`src/rtl/red_pitaya_dsp_pkg.sv`:
```
// Shared routing codes and commit-scheduler state encoding for the DSP route block.
package red_pitaya_dsp_pkg;

   typedef enum logic [1:0] {
      ST_IDLE   = 2'd0,
      ST_ARMED  = 2'd1,
      ST_DELAY  = 2'd2,
      ST_COMMIT = 2'd3
   } route_state_t;

   localparam logic [1:0] OUT_OFF  = 2'b00;
   localparam logic [1:0] OUT_OUT1 = 2'b01;
   localparam logic [1:0] OUT_OUT2 = 2'b10;

   // Input-select codes sit just above the submodule indices; NONE is all-ones.
   function automatic int sel_adc1(input int modules);
      return modules + 2;
   endfunction

   function automatic int sel_adc2(input int modules);
      return modules + 3;
   endfunction

   function automatic int sel_none(input int log_modules);
      return (1 << log_modules) - 1;
   endfunction

endpackage

```
`src/rtl/red_pitaya_route_regbank.sv`:
```
// Shadow/active select storage: bus writes land in shadow, copy moves shadow to active.
// Readback is combinational; zero for any address outside the four select windows.
module red_pitaya_route_regbank
   import red_pitaya_dsp_pkg::*;
#(
   parameter int MODULES     = 8,
   parameter int LOG_MODULES = 4,
   localparam int NSEL       = MODULES + 4,
   localparam int NOUT       = MODULES + 2
) (
   input  logic                          clk_i,
   input  logic                          rstn_i,
   input  logic                          wen,
   input  logic [15:0]                   addr,
   input  logic [LOG_MODULES-1:0]        wdata,
   input  logic                          copy,
   output logic [31:0]                   rd_dat,
   output logic [NSEL*LOG_MODULES-1:0]   input_select_o,
   output logic [NOUT*2-1:0]             output_select_o
);

   logic [LOG_MODULES-1:0] sh_in  [NSEL];
   logic [LOG_MODULES-1:0] ac_in  [NSEL];
   logic [1:0]             sh_out [NOUT];
   logic [1:0]             ac_out [NOUT];

   logic [5:0] sidx;
   logic [4:0] aidx;
   logic       sh_in_hit, sh_out_hit, ac_in_hit, ac_out_hit;

   function automatic logic [LOG_MODULES-1:0] in_rst(input int k);
      int code;
      if (k < MODULES)
         code = (k == 1 || k == 3) ? sel_adc2(MODULES) : sel_adc1(MODULES);
      else if (k == MODULES)
         code = sel_adc1(MODULES);
      else if (k == MODULES + 1)
         code = sel_adc2(MODULES);
      else
         code = sel_none(LOG_MODULES);
      return code[LOG_MODULES-1:0];
   endfunction

   assign sidx       = addr[7:2];
   assign aidx       = addr[6:2];
   assign sh_in_hit  = (addr[15:8] == 8'h01) && (addr[1:0] == 2'b00) && ({26'd0, sidx} < NSEL);
   assign sh_out_hit = (addr[15:8] == 8'h02) && (addr[1:0] == 2'b00) && ({26'd0, sidx} < NOUT);
   assign ac_in_hit  = (addr[15:7] == 9'h006) && (addr[1:0] == 2'b00) && ({27'd0, aidx} < NSEL);
   assign ac_out_hit = (addr[15:7] == 9'h007) && (addr[1:0] == 2'b00) && ({27'd0, aidx} < NOUT);

   // Copy and shadow write share an edge: active takes the pre-write shadow value.
   always_ff @(posedge clk_i or negedge rstn_i) begin
      if (!rstn_i) begin
         for (int k = 0; k < NSEL; k++) begin
            sh_in[k] <= in_rst(k);
            ac_in[k] <= in_rst(k);
         end
         for (int k = 0; k < NOUT; k++) begin
            sh_out[k] <= OUT_OFF;
            ac_out[k] <= OUT_OFF;
         end
      end else begin
         for (int k = 0; k < NSEL; k++) begin
            if (copy) ac_in[k] <= sh_in[k];
            if (wen && sh_in_hit && sidx == 6'(k)) sh_in[k] <= wdata;
         end
         for (int k = 0; k < NOUT; k++) begin
            if (copy) ac_out[k] <= sh_out[k];
            if (wen && sh_out_hit && sidx == 6'(k)) sh_out[k] <= wdata[1:0];
         end
      end
   end

   always_comb begin
      rd_dat          = '0;
      input_select_o  = '0;
      output_select_o = '0;
      for (int k = 0; k < NSEL; k++) begin
         input_select_o[k*LOG_MODULES +: LOG_MODULES] = ac_in[k];
         if (sh_in_hit && sidx == 6'(k)) rd_dat[LOG_MODULES-1:0] = sh_in[k];
         if (ac_in_hit && aidx == 5'(k)) rd_dat[LOG_MODULES-1:0] = ac_in[k];
      end
      for (int k = 0; k < NOUT; k++) begin
         output_select_o[k*2 +: 2] = ac_out[k];
         if (sh_out_hit && sidx == 6'(k)) rd_dat[1:0] = sh_out[k];
         if (ac_out_hit && aidx == 5'(k)) rd_dat[1:0] = ac_out[k];
      end
   end

endmodule

```
`src/rtl/red_pitaya_route_sched.sv`:
```
// Routing commit scheduler: arms, waits for a trigger edge plus DELAY, then swaps shadow selects in.
// Active selects change DELAY+2 edges after trig_i is sampled high; bus acks one cycle after any strobe.
module red_pitaya_route_sched
   import red_pitaya_dsp_pkg::*;
#(
   parameter int MODULES     = 8,
   parameter int LOG_MODULES = 4,
   localparam int NSEL       = MODULES + 4,
   localparam int NOUT       = MODULES + 2
) (
   input  logic                          clk_i,
   input  logic                          rstn_i,
   input  logic                          trig_i,
   input  logic [15:0]                   sys_addr,
   input  logic [31:0]                   sys_wdata,
   input  logic                          sys_wen,
   input  logic                          sys_ren,
   output logic [31:0]                   sys_rdata,
   output logic                          sys_ack,
   output logic                          sys_err,
   output logic [NSEL*LOG_MODULES-1:0]   input_select_o,
   output logic [NOUT*2-1:0]             output_select_o,
   output logic                          commit_o,
   output logic                          blank_o
);

   route_state_t state, state_nxt;
   logic [31:0]  delay_reg, delay_cnt, bank_rd, rd_mux;
   logic [15:0]  blank_reg, blank_cnt, commit_cnt;
   logic         auto_rearm, trig_q, trig_qq, trig_rise, load_cnt;
   logic         ctrl_wr, arm, sw_commit, abort_req, do_commit;

   assign ctrl_wr   = sys_wen && (sys_addr == 16'h0000);
   assign arm       = ctrl_wr && sys_wdata[0];
   assign sw_commit = ctrl_wr && sys_wdata[1];
   assign abort_req = ctrl_wr && sys_wdata[2];
   // Edge taken from the registered copy so the commit lands DELAY+2 edges after sampling.
   assign trig_rise = trig_q && !trig_qq;
   assign do_commit = (state == ST_COMMIT);
   assign sys_err   = 1'b0;

   always_ff @(posedge clk_i or negedge rstn_i) begin
      if (!rstn_i) state <= ST_IDLE;
      else         state <= state_nxt;
   end

   always_comb begin
      state_nxt = state;
      load_cnt  = 1'b0;
      case (state)
         ST_IDLE:   if (arm) state_nxt = ST_ARMED;
         ST_ARMED:  if (trig_rise) begin
                       if (delay_reg == 32'd0) state_nxt = ST_COMMIT;
                       else begin
                          state_nxt = ST_DELAY;
                          load_cnt  = 1'b1;
                       end
                    end
         ST_DELAY:  if (delay_cnt == 32'd1) state_nxt = ST_COMMIT;
         ST_COMMIT: state_nxt = auto_rearm ? ST_ARMED : ST_IDLE;
         default:   state_nxt = ST_IDLE;
      endcase
      // Abort suppresses arm and sw_commit carried in the same write.
      if (abort_req) begin
         if (state != ST_COMMIT) state_nxt = ST_IDLE;
      end else if (sw_commit) begin
         state_nxt = ST_COMMIT;
      end
   end

   always_ff @(posedge clk_i or negedge rstn_i) begin
      if (!rstn_i) begin
         trig_q     <= 1'b0;
         trig_qq    <= 1'b0;
         delay_reg  <= '0;
         delay_cnt  <= '0;
         blank_reg  <= '0;
         blank_cnt  <= '0;
         auto_rearm <= 1'b0;
         commit_cnt <= '0;
         commit_o   <= 1'b0;
         blank_o    <= 1'b0;
      end else begin
         trig_q  <= trig_i;
         trig_qq <= trig_q;
         if (load_cnt)               delay_cnt <= delay_reg;
         else if (state == ST_DELAY) delay_cnt <= delay_cnt - 32'd1;
         if (ctrl_wr) auto_rearm <= sys_wdata[3];
         if (sys_wen && sys_addr == 16'h0008) delay_reg <= sys_wdata;
         if (sys_wen && sys_addr == 16'h000C) blank_reg <= sys_wdata[15:0];
         commit_o <= do_commit;
         if (do_commit) commit_cnt <= commit_cnt + 16'd1;
         if (do_commit)               blank_cnt <= blank_reg;
         else if (blank_cnt != 16'd0) blank_cnt <= blank_cnt - 16'd1;
         blank_o <= (blank_cnt != 16'd0);
      end
   end

   always_comb begin
      case (sys_addr)
         16'h0004: rd_mux = {commit_cnt, 14'd0, state};
         16'h0008: rd_mux = delay_reg;
         16'h000C: rd_mux = {16'd0, blank_reg};
         default:  rd_mux = bank_rd;
      endcase
   end

   always_ff @(posedge clk_i or negedge rstn_i) begin
      if (!rstn_i) begin
         sys_ack   <= 1'b0;
         sys_rdata <= '0;
      end else begin
         sys_ack   <= sys_wen || sys_ren;
         sys_rdata <= sys_ren ? rd_mux : 32'd0;
      end
   end

   red_pitaya_route_regbank #(
      .MODULES     (MODULES),
      .LOG_MODULES (LOG_MODULES)
   ) u_regbank (
      .clk_i           (clk_i),
      .rstn_i          (rstn_i),
      .wen             (sys_wen),
      .addr            (sys_addr),
      .wdata           (sys_wdata[LOG_MODULES-1:0]),
      .copy            (do_commit),
      .rd_dat          (bank_rd),
      .input_select_o  (input_select_o),
      .output_select_o (output_select_o)
   );

endmodule

```
`config.mk`:
```
export PLATFORM = sky130hd
export DESIGN_NAME = red_pitaya_route_sched
export DESIGN_NICKNAME = d
export VERILOG_FILES = /design/src/rtl/red_pitaya_dsp_pkg.sv /design/src/rtl/red_pitaya_route_regbank.sv /design/src/rtl/red_pitaya_route_sched.sv
export SDC_FILE = /design/constraint.sdc
export NUM_CORES = 1
export LEC_CHECK = 0
export BUFFER_PORTS_ARGS = -buffer_cell sky130_fd_sc_hd__buf_2
export CORE_MARGIN = 2
export CORE_UTILIZATION = 53
export CTS_BUF_LIST = sky130_fd_sc_hd__clkbuf_16
export DETAILED_ROUTE_END_ITERATION = 6
export GPL_TIMING_DRIVEN = 0
export PLACE_DENSITY = 0.8
export SYNTH_ARGS = -nofsm -noshare
export SYNTH_HDL_FRONTEND = slang
export SYNTH_SLANG_ARGS = --single-unit
```
`constraint.sdc`:
```
create_clock -name clk_i -period 2.7 [get_ports clk_i]
set_clock_uncertainty 0.1 [all_clocks]
set_input_delay 0.135 -clock clk_i [delete_from_list [all_inputs] [get_ports clk_i]]
set_output_delay 0.135 -clock clk_i [all_outputs]
set_load 0.005 [all_outputs]
```
==> run metrics, run 1 <==
status=finished with violations; violated checks=negative setup slack; met3 Use GR=5.67%; DRT Pass-1 Iters=7; Die Wd=166 microns; Worst VDD drop=0.644 mV; CTS Sinks=288; commonest non-fill, non-tap cell in the layout=nand2_1; clock slew seen by the registers of the worst setup and hold paths=0.06 ns; worst slew pin tran=1.12 ns; cell row count=59; Fmax=364 MHz; via count=12600; CTS Root Cell=clkbuf_16; # IOs=157; grt total ovfl=0; most frequent cells in the layout=nand2_1 (307), dfrtp_1 (226), buf_2 (159), mux2_2 (118), nor2_1 (70); Port Buffers=153; busiest grt layer=met2; gp weighted congestion=1.01; Post-Syn Area=14000 sq um; largest net degree at the start of global routing=132; number of DRC markers in iteration 0=1609; leakage=7.76 nW; DP Cell Count=1884; Final setup violation count=3; Setup CP Type=input port to flop; Relative slew margins=24.8%; Die Y=166 microns; EDFF count, synth=0; RSZ-0062 raised after global routing=true; number of library cell types mapped by synthesis=72; CP arrival=3.06 ns; Max clock buf depth=3; ys async rst share=100%; Final Instance Count excl. Fillers=1983; Worst Hold Class=input port to flop; Most used DFF post-synth=dfrtp_1; gr usage total=33.2%; met1 Use GR=45.4%; Mean Syn Cell Area=10.0 sq um; vias in the first global route=12400; Layout Area Growth over Synthesis=20.3%; setup ws final=-0.0448 ns; initial antenna violation count=0; pwr/cell area=655 nW/um^2; fin util=64.7%; final worst path period need=2.74 ns; Syn Inst Count=1394; cts bufs inserted=30; setup TNS=-0.0928 ns; internal reg-to-reg setup slack=-0.02 ns; total die area=27700 sq um; Crit. End Element=flop; startpoint types=input port; share of cells above drive strength 1=28.6%; Core Region=26000 sq um; final hold vios=0; grt met2 use=52.5%; Ys Warns=0; Syn Nets=1451; Nets=1681; DRT Wirelength=46700 microns; final count of pins violating max slew=0; sequential share of the synthesized area=52.1%; DRC violations left=0; Initial Util=53.8%; antenna viol nets, final=0; CTS tree=built; max-cap violations=0; number of synthesized register bits=288; Final HPWL DP=32400 microns; H-tree depth=1; CP Max Fanout=10; clk_lat worst skew=0.58 ns; Critical Path RT=3.02 ns; vias per cell=6.36; drt wl/cell=23.5 microns; Tcrit/Tclk final=102%; first-pass GRT wire length=72100 microns
==> stage by stage <==
step                      power, mW  hold WS, ns  worst slack (ns)  area (sq um)
after floorplan                6.30       -0.261           -0.0177         14000
after global placement         6.87        0.180             -3.71         15200
after detailed placement       6.99      -0.0143             -1.12         15300
after CTS                      10.9       0.0290            -0.111         16700
after global routing           11.5        0.140            -0.110         16800
final                          11.0       0.0713           -0.0448         16800
==> worst paths after layout <==
kind / start / depth (start not counted) / endpoint
worst max-delay path: sys_addr[5] / 9 / sys_rdata[2]
min in group asynchronous: rstn_i / 3 / blank_o
max in group asynchronous: rstn_i / 4 / u_regbank.input_select_o[38]
worst min-delay path: sys_addr[6] / 6 / u_regbank.sh_in[2]
worst max register to register: delay_cnt[16] / 10 / state[0]
worst min register to register: trig_q / 0 / trig_qq
==> cell usage after synthesis (5+ instances only) <==
| cell | count | share of area [%] |
|---|---|---|
| buf_1 | 5 | 0.13 |
| o211ai_1 | 14 | 0.75 |
| xor2_1 | 6 | 0.38 |
| nor2_1 | 76 | 2.0 |
| a221o_1 | 6 | 0.43 |
| o311ai_0 | 10 | 0.63 |
| a22oi_1 | 45 | 2.4 |
| dfstp_2 | 62 | 12 |
| mux2_2 | 118 | 9.5 |
| o31ai_1 | 11 | 0.59 |
| o2111ai_1 | 6 | 0.38 |
| clkbuf_1 | 54 | 1.5 |
| nor3_1 | 23 | 0.82 |
| buf_2 | 11 | 0.39 |
| inv_1 | 17 | 0.46 |
| o22ai_1 | 19 | 0.85 |
| o221ai_1 | 5 | 0.31 |
| or4_1 | 8 | 0.43 |
| o32ai_1 | 7 | 0.44 |
| or3_1 | 14 | 0.63 |
| mux2i_1 | 9 | 0.64 |
| o21ai_0 | 57 | 2.0 |
| a21oi_1 | 41 | 1.5 |
| dfrtp_1 | 226 | 40 |
| nand2b_1 | 7 | 0.31 |
| nand2_1 | 310 | 8.3 |
| a31oi_1 | 13 | 0.58 |
| xnor2_1 | 28 | 1.8 |
| and3_1 | 7 | 0.31 |
| or2_2 | 7 | 0.31 |
| nor2b_1 | 37 | 1.7 |
| nor4_1 | 23 | 1.0 |
| nand4_1 | 9 | 0.40 |
| nand3_1 | 28 | 1.0 |
==> routing by layer <==
layer | vias up | routed length (microns)
met5 | - | 0
met4 | 0 | 2120
met3 | 146 | 4690
met2 | 802 | 21600
met1 | 6194 | 18200
li1 | 5464 | -
==> where the power goes <==
| group | internal [mW] | switching [mW] | leakage [nW] |
|---|---|---|---|
| Clock | 2.01 | 1.75 | 0.467 |
| Combinational | 0.833 | 1.39 | 3.56 |
| Sequential | 4.67 | 0.367 | 3.73 |
==> final cells by class <==
| cell class | instances | area, sq um |
|---|---|---|
| diodes | 1 | 2.50 |
| well taps | 335 | 419 |
| repair buffers | 199 | 1260 |
| flip-flops and latches | 288 | 7280 |
| clock inverters | 25 | 125 |
| multi-input cells | 1016 | 6550 |
| clock buffers | 30 | 751 |
| inverters | 17 | 63.8 |
| plain buffers | 72 | 353 |
| fillers | 2055 | 9170 |
==> worst max-delay path: stages <==
cell	delay (ns)
buf_2	0.13
or3b_2	0.46
clkbuf_1	0.24
nor2_1	0.81
nor3_1	0.15
o311ai_0	0.36
a31oi_1	0.12
o21ai_0	0.47
a31oi_1	0.17
==> kinds of logic after synthesis <==
| logic type | synth area share (%) |
|---|---|
| flops | 52.1 |
| compound gates | 13.3 |
| xor+xnor | 2.13 |
| buf+inv | 2.65 |
| simple gates | 19.2 |
| fa+ha+maj | 0.358 |
| other cells | 0.0268 |
| mux | 10.2 |
==> repair_timing <==
item	CTS	global route
pin swaps	2	4
buffers inserted	5	2
gates resized for setup	31	44
endpoints found under the setup margin	71	43
hold buffers	37	0
endpoints found under the hold margin	291	0
No activity file was read; power rests on OpenSTA's default activity.
==> run 2, diff against run 1 <==
Settings changed: CORE_MARGIN 2 to unset, RECOVER_POWER set to 100.
==> run 2 against run 1 <==
Compared with the run above: the run still ends with negative setup slack left; non-clock buffer count shrank 2; critical path depth shrank 1; first-iteration DRC count shrank 12%; largest cell class unchanged.
==> run metrics, run 2 (synthesis gave the netlist of run 1 again) <==
status=finished with violations (unchanged); violated checks=negative setup slack (unchanged); Metal-1 WL=17900 microns (was 18200 microns); Hold Slack=0.0117 ns (was 0.0713 ns); gp weighted congestion=1.01 (about the same); Layout Area Growth over Synthesis=19.7% (was 20.3%); DRT Pass-1 Iters=6 (was 7); share of cells above drive strength 1=23.5% (was 28.6%); Worst VDD drop=0.714 mV (was 0.644 mV); first-pass GRT wire length=69400 microns (was 72100 microns); pwr/cell area=665 nW/um^2 (was 655 nW/um^2); CTS Root Cell=clkbuf_16 (unchanged); Cell Chain, Critical Path=buf_2 > clkbuf_2 > clkbuf_2 > clkbuf_1 > buf_2 > mux2_2 > a222oi_1 > a31oi_1 (was buf_2 > or3b_2 > clkbuf_1 > nor2_1 > nor3_1 > o311ai_0 > a31oi_1 > o21ai_0 > a31oi_1); drt wl/cell=23.3 microns (was 23.5 microns); largest net degree at the start of global routing=126 (was 132); initial antenna violation count=1 (was 0); final worst path period need=2.83 ns (was 2.74 ns); antenna viol nets, final=0 (unchanged); Fmax=353 MHz (was 364 MHz); worst slew pin tran=1.22 ns (was 1.12 ns); cts bufs inserted=29 (was 30); met3 routed WL=4100 microns (was 4690 microns); final count of pins violating max slew=0 (unchanged); grt total ovfl=0 (unchanged); total die area=27000 sq um (was 27700 sq um); RR Startpoint=delay_cnt[16] (unchanged); Tcrit/Tclk final=105% (was 102%); Nets=1678 (was 1681); startpoint types=input port (unchanged); DRC violations left=0 (unchanged); number of DRC markers in iteration 0=1416 (was 1609); critical path's largest stage delay=0.59 ns (was 0.81 ns); Core Region=26000 sq um (unchanged); Setup CP Type=input port to flop (unchanged); most frequent cells in the layout=nand2_1 (305), dfrtp_1 (226), mux2_2 (117), buf_2 (105), clkbuf_1 (99) (was nand2_1 (307), dfrtp_1 (226), buf_2 (159), mux2_2 (118), nor2_1 (70)); Worst Setup SP=sys_addr[9] (was sys_addr[5]); max-cap violations=0 (unchanged); Relative slew margins=17.9% (was 24.8%); Max clock buf depth=3 (unchanged); DP Cell Count=1884 (unchanged); Die Y=164 microns (was 166 microns); CTS Sinks=288 (unchanged); H-tree depth=1 (unchanged); vias in the first global route=12200 (was 12400); Port Buffers=153 (unchanged); Filler cells=2136 (was 2055); highest routed layer=met4 (unchanged); Initial Util=53.8% (unchanged); via count=12600 (about the same); commonest non-fill, non-tap cell in the layout=nand2_1 (unchanged); Crit. End Element=flop (unchanged); gr usage total=34.0% (was 33.2%); # IOs=157 (unchanged); setup ws final=-0.134 ns (was -0.0448 ns); ANT cells=0 (was 1); CP arrival=3.12 ns (was 3.06 ns); leakage=7.51 nW (was 7.76 nW); Final HPWL DP=32000 microns (was 32400 microns); vias per cell=6.35 (was 6.36); final hold vios=0 (unchanged); Die Wd=164 microns (was 166 microns); CTS tree=built (unchanged); clock slew seen by the registers of the worst setup and hold paths=0.06 ns (about the same); RSZ-0062 raised after global routing=true (unchanged); Worst path slowest cell=a222oi_1 (was nor2_1); DRT Wirelength=46100 microns (was 46700 microns); Worst Hold Class=input port to asynchronous set/reset pin (was input port to flop); Critical Path RT=2.99 ns (was 3.02 ns); cell row count=59 (unchanged); Final setup violation count=6 (was 3); CP Max Fanout=10 (unchanged); Final Instance Count excl. Fillers=1979 (was 1983); clk_lat worst skew=0.58 ns (about the same); routed wl met2=21800 microns (was 21600 microns)
[run 2: cell count changes in the layout (fill, tap and decap cells not counted), moves of 4 or more]
| cell | change |
|---|---|
| buf_2 | -54 |
| clkbuf_4 | -4 |
| dfstp_1 | +29 |
| clkbuf_1 | +58 |
| dfstp_2 | -29 |
| inv_1 | -8 |
| clkinv_2 | +6 |
[run 2: worst paths after layout]
kind | end | slack (ns) | cells past startpoint
max | sys_rdata[3] | -0.13 | 8
min | blank_cnt[9] | 0.01 | 2
max reg2reg | delay_cnt[30] | -0.07 | 9
min reg2reg | trig_qq | 0.27 | 0
max in group asynchronous | u_regbank.input_select_o[38] | 0.35 | 4
min in group clk_i | u_regbank.sh_in[2] | 0.14 | 6
[run 2: cell type report]
| class | count | area, sq um | share of cell area, % |
|---|---|---|---|
| clock buffer | 29 | 726 | 4.34 |
| clock inverter | 25 | 181 | 1.09 |
| timing repair buffer | 198 | 1150 | 6.86 |
| tap | 335 | 419 | 2.51 |
| inverter | 17 | 63.8 | 0.382 |
| multi-input combinational | 1016 | 6570 | 39.3 |
| sequential | 288 | 7280 | 43.6 |
| buffer | 71 | 328 | 1.96 |
[run 2: per-layer routing]
| layer | global-route usage, % | up-vias |
|---|---|---|
| met5 | 0 | - |
| met4 | 16.5 | 0 |
| met3 | 5.73 | 153 |
| met2 | 54.0 | 759 |
| met1 | 45.4 | 6216 |
| li1 | - | 5446 |
[run 2: where the power goes]
| part | internal, mW | leakage (nW) | switching (mW) | total, mW |
|---|---|---|---|---|
| Combinational | 0.815 | 3.30 | 1.34 | 2.16 |
| Sequential | 4.66 | 3.74 | 0.377 | 5.04 |
| Clock | 2.15 | 0.470 | 1.76 | 3.92 |
[run 2: timing repair]
action	CTS	global route
endpoints found under the setup margin	46	48
gates resized for setup	31	38
buffers inserted	6	2
hold buffers	35	0
hold endpoints to repair	180	0
pin swaps	2	4
[run 2: critical path: cells and delay by family]
kind                   cells  cell delay [ns]
buffers and inverters      5             1.76
AOI/OAI and AO/OA          2             0.84
muxes                      1             0.38
[run 2: stage by stage]
stage	utilization (%)	setup TNS [ns]	setup slack (ns)	area [sq um]	power (mW)
finish	64.3	-0.411	-0.134	16700	11.1
global route	64.3	-4.58	-0.116	16700	11.5
CTS	64.2	0	0.00578	16700	11.0
detailed placement	58.8	-63.41	-1.08	15300	6.97
global placement	58.5	-1017.30	-3.73	15200	6.87
floorplan	-	-0.542	-0.0177	14000	6.30
